### config.mk
export PLATFORM = sky130hd
export DESIGN_NAME = tausworthe_gen_flat
export DESIGN_NICKNAME = d
export VERILOG_FILES = /design/src/rtl/tausworthe_gen_if.sv /design/src/rtl/tausworthe_gen.sv /design/src/flat_wrapper.sv
export SDC_FILE = /design/constraint.sdc
export NUM_CORES = 1
export LEC_CHECK = 0
export BUFFER_PORTS_ARGS = -buffer_cell sky130_fd_sc_hd__buf_2
export CORE_UTILIZATION = 50
export DETAILED_ROUTE_END_ITERATION = 10
export PLACE_DENSITY = 0.81
export SETUP_SLACK_MARGIN = 0.5
export SLEW_MARGIN = 20
export SYNTH_ARGS = -nofsm -noshare
export SYNTH_HDL_FRONTEND = slang
export SYNTH_SLANG_ARGS = --single-unit
export TNS_END_PERCENT = 10
### constraint.sdc
create_clock -name clk -period 1.8 [get_ports clk]
set_input_delay 0.54 -clock clk [delete_from_list [all_inputs] [get_ports clk]]
set_output_delay 0.54 -clock clk [all_outputs]
set_load 0.02 [all_outputs]
### src/rtl/tausworthe_gen_if.sv
// Word stream carrying packed LFSR bits from the generator to its consumer.
// word_data is held stable while word_valid=1 and word_ready=0.
interface tausworthe_gen_if #(
  parameter int WORD_BITS = 8
) ();
  logic [WORD_BITS-1:0] word_data;
  logic                 word_valid;
  logic                 word_ready;

  modport master (
    output word_data,
    output word_valid,
    input  word_ready
  );

  modport slave (
    input  word_data,
    input  word_valid,
    output word_ready
  );
endinterface

### src/rtl/tausworthe_gen.sv
// Fibonacci LFSR (left shift, MSB is the serial output) with zero-safe seed
// loading and packing of WORD_BITS bits per word onto a valid/ready stream.
module tausworthe_gen #(
  parameter int               WIDTH       = 8,
  parameter logic [WIDTH-1:0] TAPS        = 8'b10111000,
  parameter logic [WIDTH-1:0] RESET_VALUE = 8'b10101010,
  parameter int               WORD_BITS   = 8
) (
  input  logic                    clk,
  input  logic                    rst,
  input  logic                    en,
  input  logic                    load,
  input  logic [WIDTH-1:0]        seed,
  output logic                    out,
  output logic                    seed_fixed,
  tausworthe_gen_if.master        word
);

  localparam int               CNT_W    = (WORD_BITS > 1) ? $clog2(WORD_BITS) : 1;
  localparam logic [CNT_W-1:0] CNT_LAST = CNT_W'(WORD_BITS - 1);

  generate
    if (WIDTH < 2)            $error("tausworthe_gen: WIDTH must be at least 2");
    if (WORD_BITS < 1)        $error("tausworthe_gen: WORD_BITS must be at least 1");
    if (TAPS[WIDTH-1] != 1'b1) $error("tausworthe_gen: TAPS MSB must be set");
    if (RESET_VALUE == '0)    $error("tausworthe_gen: RESET_VALUE must be non-zero");
  endgenerate

  function automatic logic parity(input logic [WIDTH-1:0] v);
    return ^v;
  endfunction

  // An all-zero state would lock the LFSR, so it is swapped for the reset value.
  function automatic logic [WIDTH-1:0] fix_seed(input logic [WIDTH-1:0] s);
    return (s == '0) ? RESET_VALUE : s;
  endfunction

  // Widened so that WORD_BITS=1 needs no special case.
  function automatic logic [WORD_BITS-1:0] shift_in(input logic [WORD_BITS-1:0] s,
                                                     input logic               b);
    logic [WORD_BITS:0] t;
    t = {s, b};
    return t[WORD_BITS-1:0];
  endfunction

  logic [WIDTH-1:0]     state_p0;
  logic [CNT_W-1:0]     cnt_p0;
  logic [WORD_BITS-1:0] shreg_p0;
  logic [WORD_BITS-1:0] word_p1;
  logic                 vld_p1;
  logic                 fixed_p1;

  logic                 fb;
  logic                 adv;
  logic                 consume;
  logic                 last;
  logic [WORD_BITS-1:0] packed_word;

  always_comb begin
    fb          = parity(state_p0 & TAPS);
    adv         = en & ~load & (~vld_p1 | word.word_ready);
    consume     = vld_p1 & word.word_ready;
    last        = (cnt_p0 == CNT_LAST);
    packed_word = shift_in(shreg_p0, state_p0[WIDTH-1]);
  end

  // Stage p0: generator state, bit counter and partial-word shift register
  always_ff @(posedge clk) begin
    if (rst) begin
      state_p0 <= RESET_VALUE;
      cnt_p0   <= '0;
      shreg_p0 <= '0;
    end else if (load) begin
      state_p0 <= fix_seed(seed);
      cnt_p0   <= '0;
      shreg_p0 <= '0;
    end else if (adv) begin
      state_p0 <= {state_p0[WIDTH-2:0], fb};
      shreg_p0 <= packed_word;
      cnt_p0   <= last ? '0 : cnt_p0 + CNT_W'(1);
    end
  end

  // Stage p1: completed word register, valid flag and zero-seed pulse
  always_ff @(posedge clk) begin
    if (rst) begin
      word_p1  <= '0;
      vld_p1   <= 1'b0;
      fixed_p1 <= 1'b0;
    end else begin
      fixed_p1 <= load & (seed == '0);
      if (adv && last) begin
        word_p1 <= packed_word;
        vld_p1  <= 1'b1;
      end else if (consume) begin
        vld_p1  <= 1'b0;
      end
    end
  end

  assign out             = state_p0[WIDTH-1];
  assign seed_fixed      = fixed_p1;
  assign word.word_data  = word_p1;
  assign word.word_valid = vld_p1;

endmodule

### src/flat_wrapper.sv
// flat-port wrapper written by rule: the top's interface ports become plain ports
module tausworthe_gen_flat 
#(
  parameter int               WIDTH       = 8,
  parameter logic [WIDTH-1:0] TAPS        = 8'b10111000,
  parameter logic [WIDTH-1:0] RESET_VALUE = 8'b10101010,
  parameter int               WORD_BITS   = 8
)
  (clk, rst, en, load, seed, out, seed_fixed, word_word_data, word_word_valid, word_word_ready);
  tausworthe_gen_if #(.WORD_BITS(WORD_BITS)) word_i ();
  input  logic clk;
  input  logic rst;
  input  logic en;
  input  logic load;
  input  logic [WIDTH-1:0] seed;
  output logic out;
  output logic seed_fixed;
  output wire logic [$bits(word_i.word_data)-1:0] word_word_data;
  output wire logic [$bits(word_i.word_valid)-1:0] word_word_valid;
  input wire logic [$bits(word_i.word_ready)-1:0] word_word_ready;
  assign word_word_data = word_i.word_data;
  assign word_word_valid = word_i.word_valid;
  assign word_i.word_ready = word_word_ready;
  tausworthe_gen #(.WIDTH(WIDTH), .TAPS(TAPS), .RESET_VALUE(RESET_VALUE), .WORD_BITS(WORD_BITS)) u_core (.clk(clk), .rst(rst), .en(en), .load(load), .seed(seed), .out(out), .seed_fixed(seed_fixed), .word(word_i));
endmodule
==> impl_metrics.csv <==
group,metric,value,unit
yosys,synth_seq_cells,28,
sta,slew_headroom,74.3,%
critical_path,crit_arrival,830,ps
flow_run,drv_cap,0,
drt,dr.pass1.iters,4,
clock_network,clk_pin_slew,150,ps
sta,max_freq,730,MHz
floorplanning,core,0.00232,mm^2
global_routing,track_usage,26.1,%
placed_design,dp_cells,189,
yosys,synthAdderAreaFrac,1.95,%
yosys,synth.area.top_cells,"dfxtp_1, a21oi_1, nand3_1, o31ai_1, nand4_1",
power_and_ir_drop,ir_drop,501,uV
critical_path,path_class,"reg2out",
sta,setup_viol,0,
drt,drtAntennaViolNets,0,
yosys,synthMostInstantiatedCell,"dfxtp_1",
yosys,synth_simple_gate_area_share,16.5,%
clock_network,cts_sinks,28,
yosys,syn_inst,148,
floorplanning,dieHeight,52.6,um
final_layout,diodes,0,
final_layout,nFillCells,176,
sta,tns,0,ps
final_layout,final_nets,184,
drt,met2_length,1530,um
yosys,synthTopCellsByCount,"dfxtp_1, a21oi_1, nand3_1",
yosys,synth_area_per_cell,8.67,um^2
sta,hold_viol,0,
critical_path,cp_top_family,"flip-flops",
drt,via_per_inst,6.36,
global_routing,overflow,0,
yosys,synthArstFlopShare,0,%
yosys,synth_cell_type_count,34,
run_status,run_status,"finished, final reports clean",
final_layout,stdcell_area,0.00160,mm^2
yosys,netlist.area_leader.share,43.7,%
global_routing,grt_first_pass_wirelength,5250,um
drt,vias,1246,
yosys,synthMuxAreaShare,1.56,%
floorplanning,dieArea,0.00277,mm^2
placed_design,gp_congestion,0.863,
placed_design,placed_area,0.00143,mm^2
critical_path,cp_max_fo,2,
critical_path,crit_path_start_kind,"register",
yosys,yosysWarningCount,0,
final_layout,fin_cells,196,
sta,rsz0062_at_grt,"true",
worst_hold_path,min_path_type,"reg2reg",
floorplanning,floorplan.rows,17,
sta,slew_violations,0,
drt,wl_met3,159,um
yosys,synth_area,0.00128,mm^2
placed_design,io_buffers,23,
critical_path,crit_chain,"buf_6",
critical_path,cpMaxStageDelayCell,"dfxtp_4",
drt,drtIter0Drc,59,
critical_path,cp-end-kind,"primary output",
global_routing,antenna_found_initial,0,
clock_network,cts_hold_buf,0,
critical_path,slowest_delay,380,ps
floorplanning,fp.dieW,52.6,um
sta,fin_crit,1370,ps
global_routing,first_global_vias,1124,
clock_network,clk_latency,330,ps
final_layout,area_delta_synth_final,24.6,%
yosys,synthFlopType,"dfxtp_1",
final_layout,final_layout_size_suffix_gt1_share,37.5,%
clock_network,cts_tree,"done",
global_routing,grt_max_degree,27,
critical_path,cp_num_buf_inv,1,
power_and_ir_drop,leakage,0.568,nW
yosys,ys_seq_area_share,43.7,%
yosys,synth_fp_nets,163,
drt,drc,0,
drt,drt_wl_total,3220,um
drt,wl_per_cell,16.4,um
yosys,synth_xor_area_share,2.05,%
yosys,synth.largest_area_cell,"dfxtp_1",
clock_network,numCtsBuffers,3,
clock_network,cts-root-buf,"clkbuf_4",
sta,tightest_slew,386,ps
floorplanning,io_pins,24,
power_and_ir_drop,powerDensity,687,mW/mm^2
yosys,synth_compound_area_share,27.0,%
clock_network,max-clock-path-buffers,2,
critical_path,cp.required,1260,ps
drt,top_layer,"met4",
yosys,synth_edf_count,0,
drt,wl_met1,1480,um
sta,post-route-period-util,76.1,%
yosys,synth_top_family_by_area,"compound AO/OA/AOI/OAI gates",
clock_network,cts_max_level,1,
floorplanning,start_util,55.3,%
sta,fin_skew,2.51,ps
placed_design,dp_hpwl,2050,um
==> area by class of cell <==
| type | instances | area, um^2 | share of cell area (%) |
|---|---|---|---|
| Inverter | 4 | 17.5 | 1.10 |
| Sequential cell | 28 | 578 | 36.2 |
| Clock buffer | 4 | 36.3 | 2.27 |
| Timing Repair Buffer | 32 | 236 | 14.8 |
| Tap cell | 28 | 35.0 | 2.19 |
| Multi-Input combinational cell | 100 | 694 | 43.5 |
==> where the power goes <==
part / switching (mW) / internal (mW)
combinational: 0.0771 / 0.0559
clock: 0.186 / 0.124
sequential: 0.0155 / 0.639
==> cells by family after synthesis <==
kind of cell	after synthesis
compound gates	55
xor+xnor	3
buf+inv	20
flops	28
fa+ha+maj	2
mux	2
simple gates	38
==> metal layers <==
| layer | vias up | GRT usage (%) |
|---|---|---|
| met5 | - | 0 |
| met4 | 0 | 12.3 |
| met3 | 7 | 4.06 |
| met2 | 39 | 40.5 |
| met1 | 604 | 35.0 |
| li1 | 596 | - |
==> stage by stage <==
step | setup slack [ps] | utilization (%) | power (mW) | hold WS, ps
after global routing | 403 | 68.9 | 1.13 | 472
after CTS | 434 | 67.0 | 1.09 | 477
after global placement | 224 | 61.5 | 0.781 | 453
after detailed placement | 170 | 61.5 | 0.786 | 462
after floorplan | 444 | - | 0.753 | 443
final | 429 | 68.9 | 1.10 | 477
==> flip-flops by register name, indices dropped and copies added (netlist names) <==
| signal | count |
|---|---|
| u_core.state_p0 | 8 |
| u_core.word.word_data | 8 |
| u_core.shreg_p0 | 7 |
| u_core.cnt_p0 | 3 |
| u_core.seed_fixed | 1 |
| u_core.word.word_valid | 1 |
==> path summary, 6_finish.rpt <==
| kind | startpoint | endpoint | slack (ps) | depth (start not counted) |
|---|---|---|---|---|
| hold / removal | u_core.shreg_p0[6] | u_core.word.word_data[7] | 480 | 2 |
| setup / recovery | u_core.state_p0[7] | out | 430 | 1 |
| hold reg to reg | u_core.shreg_p0[6] | u_core.word.word_data[7] | 480 | 2 |
| setup reg to reg | u_core.cnt_p0[1] | u_core.cnt_p0[0] | 430 | 4 |
==> cell usage in the layout, fill, tap and decap left out, types with 3 or more instances in the layout <==
| master | Yosys | routed |
|---|---|---|
| nand3_1 | 13 | 13 |
| dfxtp_1 | 28 | 16 |
| o31ai_1 | 8 | 6 |
| o21ai_1 | 5 | 5 |
| a311oi_1 | 3 | 3 |
| buf_4 | 2 | 13 |
| a21oi_1 | 18 | 17 |
| o21ai_0 | 9 | 9 |
| a2111oi_2 | 0 | 3 |
| buf_6 | 0 | 7 |
| xnor2_1 | 3 | 3 |
| nor2_1 | 5 | 5 |
| clkbuf_4 | 0 | 3 |
| buf_2 | 8 | 12 |
| dfxtp_2 | 0 | 11 |
| nand4_1 | 8 | 8 |
==> repair_timing <==
| item | CTS | global route |
|---|---|---|
| setup buffers | 2 | 1 |
| setup endpoints to repair | 20 | 27 |
| cloned | 0 | 0 |
| gates resized for setup | 28 | 11 |
| pin swaps | 2 | 2 |
(Power assumes the default switching activity.)
